### src/rtl/mc_mainfsm.sv
// Multicycle RISC-V main control FSM: sequences fetch/decode/execute/writeback and drives datapath selects.
// Latency: 3-5 cycles per instruction plus one per mem_ready=0 cycle; outputs are combinational from current state.
// Backpressure: FETCH, MEMREAD and MEMWRITE hold until mem_ready; all other states advance every cycle.
module mc_mainfsm (
  input  logic       clk,
  input  logic       reset,
  input  logic [6:0] op,
  input  logic       mem_ready,
  input  logic       branch_taken,
  output logic       pc_write,
  output logic       ir_write,
  output logic       adr_src,
  output logic       mem_write,
  output logic       reg_write,
  output logic [1:0] result_src,
  output logic [1:0] alu_src_a,
  output logic [1:0] alu_src_b,
  output logic [1:0] alu_op,
  output logic [2:0] imm_src,
  output logic       illegal_op,
  output logic       instr_retired,
  output logic [3:0] state
);

  typedef enum logic [3:0] {
    S_FETCH    = 4'd0,
    S_DECODE   = 4'd1,
    S_MEMADR   = 4'd2,
    S_MEMREAD  = 4'd3,
    S_MEMWB    = 4'd4,
    S_MEMWRITE = 4'd5,
    S_EXECUTER = 4'd6,
    S_EXECUTEI = 4'd7,
    S_ALUWB    = 4'd8,
    S_BRANCH   = 4'd9,
    S_JAL      = 4'd10,
    S_JALR     = 4'd11,
    S_LUI      = 4'd12,
    S_AUIPC    = 4'd13
  } state_t;

  localparam logic [6:0] OP_LOAD   = 7'b0000011;
  localparam logic [6:0] OP_STORE  = 7'b0100011;
  localparam logic [6:0] OP_R      = 7'b0110011;
  localparam logic [6:0] OP_IMM    = 7'b0010011;
  localparam logic [6:0] OP_BRANCH = 7'b1100011;
  localparam logic [6:0] OP_JAL    = 7'b1101111;
  localparam logic [6:0] OP_JALR   = 7'b1100111;
  localparam logic [6:0] OP_LUI    = 7'b0110111;
  localparam logic [6:0] OP_AUIPC  = 7'b0010111;

  state_t cur;

  assign state = cur;

  always_ff @(posedge clk) begin
    if (reset) begin
      cur <= S_FETCH;
    end else begin
      case (cur)
        S_FETCH:    if (mem_ready) cur <= S_DECODE;
        S_DECODE: begin
          case (op)
            OP_LOAD, OP_STORE: cur <= S_MEMADR;
            OP_R:              cur <= S_EXECUTER;
            OP_IMM:            cur <= S_EXECUTEI;
            OP_BRANCH:         cur <= S_BRANCH;
            OP_JAL:            cur <= S_JAL;
            OP_JALR:           cur <= S_JALR;
            OP_LUI:            cur <= S_LUI;
            OP_AUIPC:          cur <= S_AUIPC;
            default:           cur <= S_FETCH;
          endcase
        end
        S_MEMADR:   cur <= (op == OP_LOAD) ? S_MEMREAD : S_MEMWRITE;
        S_MEMREAD:  if (mem_ready) cur <= S_MEMWB;
        S_MEMWRITE: if (mem_ready) cur <= S_FETCH;
        S_EXECUTER, S_EXECUTEI, S_LUI, S_AUIPC: cur <= S_ALUWB;
        S_JALR:     cur <= S_JAL;
        S_JAL:      cur <= S_ALUWB;
        default:    cur <= S_FETCH;
      endcase
    end
  end

  always_comb begin
    pc_write      = 1'b0;
    ir_write      = 1'b0;
    adr_src       = 1'b0;
    mem_write     = 1'b0;
    reg_write     = 1'b0;
    result_src    = 2'b00;
    alu_src_a     = 2'b00;
    alu_src_b     = 2'b00;
    alu_op        = 2'b00;
    illegal_op    = 1'b0;
    instr_retired = 1'b0;

    case (op)
      OP_STORE:        imm_src = 3'b001;
      OP_BRANCH:       imm_src = 3'b010;
      OP_JAL:          imm_src = 3'b011;
      OP_LUI, OP_AUIPC: imm_src = 3'b100;
      default:         imm_src = 3'b000;
    endcase

    case (cur)
      S_FETCH: begin
        alu_src_b  = 2'b10;
        result_src = 2'b10;
        ir_write   = mem_ready;
        pc_write   = mem_ready;
      end
      S_DECODE: begin
        // Precompute old_pc+imm into alu_out for branch/jump targets.
        alu_src_a = 2'b01;
        alu_src_b = 2'b01;
        case (op)
          OP_LOAD, OP_STORE, OP_R, OP_IMM, OP_BRANCH,
          OP_JAL, OP_JALR, OP_LUI, OP_AUIPC: illegal_op = 1'b0;
          default:                           illegal_op = 1'b1;
        endcase
      end
      S_MEMADR: begin
        alu_src_a = 2'b10;
        alu_src_b = 2'b01;
      end
      S_MEMREAD: adr_src = 1'b1;
      S_MEMWB: begin
        result_src    = 2'b01;
        reg_write     = 1'b1;
        instr_retired = 1'b1;
      end
      S_MEMWRITE: begin
        adr_src       = 1'b1;
        mem_write     = 1'b1;
        instr_retired = mem_ready;
      end
      S_EXECUTER: begin
        alu_src_a = 2'b10;
        alu_op    = 2'b10;
      end
      S_EXECUTEI: begin
        alu_src_a = 2'b10;
        alu_src_b = 2'b01;
        alu_op    = 2'b10;
      end
      S_ALUWB: begin
        reg_write     = 1'b1;
        instr_retired = 1'b1;
      end
      S_BRANCH: begin
        alu_src_a     = 2'b10;
        alu_op        = 2'b01;
        pc_write      = branch_taken;
        instr_retired = 1'b1;
      end
      S_JAL: begin
        // ALU forms old_pc+4 for the link write in ALUWB; PC loads the DECODE target.
        alu_src_a = 2'b01;
        alu_src_b = 2'b10;
        pc_write  = 1'b1;
      end
      S_JALR: begin
        alu_src_a = 2'b10;
        alu_src_b = 2'b01;
      end
      S_LUI: begin
        alu_src_a = 2'b11;
        alu_src_b = 2'b01;
      end
      S_AUIPC: begin
        alu_src_a = 2'b01;
        alu_src_b = 2'b01;
      end
      default: ;
    endcase

    if (reset) begin
      pc_write      = 1'b0;
      ir_write      = 1'b0;
      mem_write     = 1'b0;
      reg_write     = 1'b0;
      illegal_op    = 1'b0;
      instr_retired = 1'b0;
    end
  end

endmodule
### config.mk
export PLATFORM = sky130hd
export DESIGN_NAME = mc_mainfsm
export DESIGN_NICKNAME = d
export VERILOG_FILES = /design/src/rtl/mc_mainfsm.sv
export SDC_FILE = /design/constraint.sdc
export NUM_CORES = 1
export LEC_CHECK = 0
export ABC_AREA = 1
export BUFFER_PORTS_ARGS = -buffer_cell sky130_fd_sc_hd__buf_2
export CORE_MARGIN = 2
export CORE_UTILIZATION = 40
export DETAILED_ROUTE_END_ITERATION = 8
export GPL_ROUTABILITY_DRIVEN = 0
export PLACE_DENSITY = 0.85
export SYNTH_ARGS = -nofsm -noshare
export SYNTH_HDL_FRONTEND = slang
export SYNTH_SLANG_ARGS = --single-unit
export TNS_END_PERCENT = 100
### constraint.sdc
create_clock -name clk -period 2.3 [get_ports clk]
set_clock_uncertainty 0.2 [all_clocks]
set_input_delay 0.115 -clock clk [delete_from_list [all_inputs] [get_ports clk]]
set_output_delay 0.115 -clock clk [all_outputs]
set_load 0.005 [all_outputs]
==> results of run 1 <==
-- layer usage --
metal	vias to the layer above	track usage (%)	share of wire [%]
met5	-	0	0
met4	0	9.677	1.5
met3	4	3.478	6.2
met2	30	36.88	51
met1	369	23.36	41
li1	423	-	-
-- cell families (layout without fill, tap and decap cells) --
| group | after synthesis | count (layout) | share of synthesized area, % |
|---|---|---|---|
| AO/OA/AOI/OAI | 10 | 10 | 10.09 |
| flip-flops | 4 | 4 | 14.04 |
| buffers and inverters | 23 | 57 | 16.45 |
| AND/OR/NAND/NOR | 77 | 77 | 59.43 |
-- worst max-delay path by stage --
stage | from | to | slack, ps | cells after the start
3_5_place_dp | state[1] | alu_src_b[0] | 750 | 5
6_report | state[1] | alu_src_b[0] | 470 | 5
2_1_floorplan | state[1] | pc_write | 970 | 6
4_1_cts | state[1] | alu_src_b[0] | 510 | 5
3_3_place_gp | state[1] | pc_write | 770 | 7
5_1_grt | state[1] | pc_write | 350 | 7
-- per-stage QoR --
step | std cells | hold WS [ps]
after floorplan | 114 | 141.8
after global placement | 159 | 212.7
after detailed placement | 159 | 204.8
after CTS | 163 | 34.68
after global routing | 163 | 67.71
final | 163 | 31.77
-- critical path: stages, from the launching register on --
cell      delay (ps)
dfxtp_1          580
nand2_1          160
nor2_1           200
nor2_1           100
o211ai_1         100
buf_2            140
-- final cells by class --
| type | count | area (um2) |
|---|---|---|
| multi-input combinational | 87 | 396.6 |
| clock buffer | 3 | 22.52 |
| sequential | 4 | 80.08 |
| inverter | 21 | 78.83 |
| fill | 143 | 550.5 |
| timing repair buffer | 33 | 170.2 |
| tap | 15 | 18.77 |
-- cell usage after synthesis --
library cell | count | area, um2
nor2_1 | 17 | 63.81
o211ai_1 | 1 | 7.510
o21ai_0 | 3 | 15.01
nand3_1 | 12 | 60.06
nor3_1 | 3 | 15.01
buf_1 | 1 | 3.750
nand2_2 | 1 | 6.260
buf_6 | 1 | 11.26
nor2_4 | 1 | 11.26
a31oi_1 | 1 | 6.260
nand2_1 | 36 | 135.1
a21oi_1 | 4 | 20.02
inv_2 | 2 | 7.510
nor4_1 | 1 | 6.260
nand4_1 | 1 | 6.260
nor2_2 | 3 | 18.77
inv_1 | 19 | 71.32
nand3_2 | 1 | 10.01
dfxtp_1 | 4 | 80.08
nor2b_1 | 1 | 6.260
a21oi_2 | 1 | 8.760
-- placed cells by master (no fill, tap or decap) --
cell           count
nor2b_1            1
nand2_1           36
nand4_1            1
inv_1             19
a31oi_1            1
a21oi_2            1
inv_2              2
nand3_2            1
clkbuf_4           3
nor2_2             3
nor4_1             1
a21oi_1            4
o21ai_0            3
nor2_4             1
nand2_2            1
nand3_1           12
o211ai_1           1
buf_2             32
dfxtp_1            4
dlygate4sd3_1      1
nor2_1            17
nor3_1             3
-- power by group --
group | internal [uW] | switching, uW | total (uW)
sequential | 72.3 | 5.34 | 77.6
clock | 58.4 | 28.9 | 87.3
combinational | 36.2 | 50.2 | 86.4
total | 167 | 84.5 | 251
==> results.toml, run 1 <==
[worst_setup_path]
regToRegStartpoint = "state[1]"
timing.critical_path.required_ps = 1990
reg2reg_depth = 7
criticalPathCategory = "reg -> out"
worst_setup_path_start_kind = "flop"
timing.critical_path.to_type = "output port"
worstPathArrival_ps = 1520
timing.critical_path.fanout_max = 11
reg2reg_slack_ps = 740
critical_path.reg2reg.endpoint = "state[1]"

[logic_synthesis]
sequential_area_share_after_synthesis_pct = 14.04
synth_cells = 114
synthDistinctLibCells = 21
synth_warnings = 0
syn_area_per_cell_um2 = 5.005
yosys_reg_bits = 4
synthesis.area_um2 = 570.5
synth_nets = 125

[grt]
antenna_found_initial = 0
grt_first_pass_wirelength_um = 2891
grtUsageTotal_pct = 20.61
grt-ovfl-total = 0
number_of_global_route_vias_before_repair = 755
grt_max_degree = 12

[power_and_ir_drop]
vdd_ir_drop_max_v = 0.0001382
post-layout-total-power_uw = 251.3
power_leakage_uw = 0.0004932
power-per-cell-area_nw_per_um2 = 327.6

[clock_tree]
post_cts.resized_instances = 0
cts_post_setup_buffers_inserted = 0
clock_sink_count = 4
h-tree-depth = 1
post_cts_hold_buffer_count = 1
maximum_number_of_buffers_from_clock_root_to_sink = 2
cts_tree = "built"
clk_pin_slew_worst_paths_ps = 30
cts-root-buf = "clkbuf_4"
cts_buffers = 3
worst_skew_pair.late_latency_ps = 240

[timing]
max-slew-margin-rel_pct = 70.75
worstMarginPinSlew_ps = 438.1
setup_violations = 0
timing.final.hold_violations = 0
max_freq_ghz = 0.5460
period_minus_slack_ps = 1831
rsz0062_at_grt = "no"
report.final.slew_viol_count = 0
final.setup.tns_ps = 0
final.period_utilization_pct = 79.63
fin_ws_ps = 468.5

[floorplan]
floorplan.die_area_um2 = 1744
floorplan.io_pins = 33
core.rowCount = 13
die_h_um = 41.77
floorplan.initialDensity_pct = 43.30
die_width_um = 41.77
fp.coreArea_um2 = 1318

[min_path]
min_delay_worst_endpoint = "state[2]"
worstHoldPathCells = 4
min-delay-path-class = "in -> reg"
timing.hold.worst.start = "mem_ready"

[placement]
place_worst_setup_slack_ps = 749.8
placement.io_buffers = 32
place.detailed.hpwl_um = 1397
instance_area_after_placement_um2 = 734.5

[cells_and_area]
antenna_cells = 0
postLayoutCoreUtil_pct = 58.21
final_design_instance_area_without_fill_um2 = 767.0
largest_reg_flops = 4
drive_above_1_share_pct = 29.73
nets = 161
synthToLayoutAreaGrowth_pct = 34.43

[status]
status = "finished, final reports clean"

[route]
avgViaCountPerCell = 5.067
drtIter0Drc = 15
count_of_vias_placed_by_the_detailed_router = 826
drt-wirelength-per-cell_um = 10.23
overall_routed_net_length_um = 1667
drt_first_pass_iters = 4
drc = 0
drtAntennaViolNets = 0

[flow_run]
drv_cap = 0
Note: power is estimated with default switching activity, not from simulation.
==> inputs of run 2 (changes only) <==
==> constraint.sdc (replaced) <==
create_clock -name clk -period 1.85 [get_ports clk]
set_clock_uncertainty 0.2 [all_clocks]
set_input_delay 0.0925 -clock clk [delete_from_list [all_inputs] [get_ports clk]]
set_output_delay 0.0925 -clock clk [all_outputs]
set_load 0.005 [all_outputs]
==> run 2 against run 1 <==
  * Clock power grew 23%
  * Via count shrank 1.3%
  * Sequential share of layout area grew 0.29 points
  * Non-clock buffer count is the same
  * Flip-flop and latch count is the same
  * Register-to-register slack lost 320 ps
  * Worst setup slack lost 350 ps
  * First-iteration DRC count grew 100%
  * Core utilization grew 0.19 points
  * Largest power group is now combinational logic
  * Sequential power grew 24%
  * Worst hold slack lost 21 ps
  * Critical endpoint is now instr_retired
==> results.toml, run 2 (synthesis gave the netlist of run 1 again) <==
[route]
count_of_vias_placed_by_the_detailed_router = 815
drt_first_pass_iters = 4
overall_routed_net_length_um = 1604
drtIter0Drc = 30
drt-wirelength-per-cell_um = 9.840
drc = 0
drtAntennaViolNets = 0
avgViaCountPerCell = 5.000

[grt]
antenna_found_initial = 0
grt-ovfl-total = 0
grt_first_pass_wirelength_um = 2566
grtUsageTotal_pct = 18.37
grt_max_degree = 12
number_of_global_route_vias_before_repair = 696

[power_and_ir_drop]
power_leakage_uw = 0.0004942
vdd_ir_drop_max_v = 0.0001958
power-per-cell-area_nw_per_um2 = 403.1

[min_path]
min-delay-path-class = "in -> reg"
min_delay_worst_endpoint = "state[2]"
worstHoldPathCells = 4
timing.hold.worst.start = "mem_ready"

[floorplan]
die_h_um = 41.77
floorplan.die_area_um2 = 1744
die_width_um = 41.77
fp.coreArea_um2 = 1318
floorplan.io_pins = 33
core.rowCount = 13
floorplan.initialDensity_pct = 43.30

[worst_setup_path]
worst_setup_path_start_kind = "flop"
critical-path-top-cell-by-count = "nand2_1"
worstPathArrival_ps = 1440
cp_max_delay_cell = "dfxtp_1"
critical_path.reg2reg.endpoint = "state[2]"
timing.critical_path.required_ps = 1560
timing.critical_path.fanout_max = 8
worstPathCellList = "inv_2 -> nor2_4 -> nand2_1 -> inv_1 -> nand2_1 -> a31oi_1 -> buf_2"
critical-path-max-stage-delay_ps = 460
regToRegStartpoint = "state[0]"
criticalPathCategory = "reg -> out"
reg2reg_slack_ps = 420
cpLargestDelayFamily = "flip-flops"
timing.critical_path.to_type = "output port"
sum_of_buffers_and_inverters_on_the_critical_path = 3
reg2reg_depth = 7

[clock_tree]
cts_buffers = 3
h-tree-depth = 1
worst_skew_pair.late_latency_ps = 230
cts_tree = "built"
maximum_number_of_buffers_from_clock_root_to_sink = 2
clock_sink_count = 4
cts_post_setup_buffers_inserted = 0
clk_pin_slew_worst_paths_ps = 40
cts-root-buf = "clkbuf_4"

[timing]
rsz0062_at_grt = "no"
setup_violations = 0
final.setup.tns_ps = 0
timing.final.hold_violations = 0
max_freq_ghz = 0.5776
max-slew-margin-rel_pct = 82.13
worstMarginPinSlew_ps = 267.7
report.final.slew_viol_count = 0
final.period_utilization_pct = 93.58
hold_slack_ps = 11.09
period_minus_slack_ps = 1731

[cells_and_area]
mostFrequentLayoutCells = "nand2_1, buf_2, inv_1"
most_common_cell_after_layout_fill_and_taps_aside = "nand2_1"
drive_above_1_share_pct = 31.08
nets = 161
largest_reg_flops = 4
stdcell_count = 163
antenna_cells = 0
synthToLayoutAreaGrowth_pct = 34.87
postLayoutCoreUtil_pct = 58.40

[placement]
place.detailed.hpwl_um = 1342
post-place-cells = 159
placement.io_buffers = 32

[flow_run]
drv_cap = 0

[status]
status = "finished, final reports clean"
## run 2: where the power goes
part           internal, uW  total [uW]  switching [uW]
clock                  72.5         107            34.4
combinational          45.0         107            61.8
sequential             89.9        96.5            6.60
total                   207         310             103
## run 2: how the worst max path moves through the flow
stage               cells past startpoint     start  slack (ps)             to
floorplan                               7  state[0]         540       state[0]
global placement                        7  state[1]         340       state[1]
detailed placement                      7  state[1]         290       pc_write
CTS                                     7  state[1]          40       pc_write
global route                            8  state[0]           9       pc_write
finish                                  7  state[0]         120  instr_retired
## run 2: final cells by class
class                   count  area [um2]
inverters                  21       78.83
clock buffers               3       22.52
multi-input cells          87       396.6
well taps                  15       18.77
flip-flops and latches      4       82.58
fillers                   125       548.0
repair buffers             33       170.2
## run 2: metal layers
metal / vias to the layer above / global-route usage [%] / wire [um]
li1: 424 / - / -
met1: 355 / 21.26 / 676
met2: 34 / 32.19 / 811
met3: 2 / 2.609 / 104
met4: 0 / 9.677 / 11
met5: - / 0 / 0
## run 2: what timing repair did
| item | in CTS | in global routing |
|---|---|---|
| gates resized for setup | 0 | 2 |
| endpoints found under the setup margin | 0 | 3 |
| hold endpoints to repair | 3 | 0 |
| hold buffers | 1 | 0 |
## run 2: worst register-to-register path, cell delays in order, from the launching register on
cell and delay, ps:
dfxtp_1 460, inv_2 100, nor2_4 100, nand2_1 140, nand3_2 120, nand2_1 70
nand2_1 70, a21oi_1 50
## run 2: through the flow
stage / setup WS, ps / power, uW / instance area (um2)
after global placement: 342.3 / 199.5 / 734.5
after global routing: 8.754 / 330.3 / 769.5
after detailed placement: 285.7 / 201.8 / 734.5
final: 118.8 / 310.2 / 769.5
after floorplan: 540.6 / 162.2 / 570.5
after CTS: 39.31 / 309.7 / 767.0
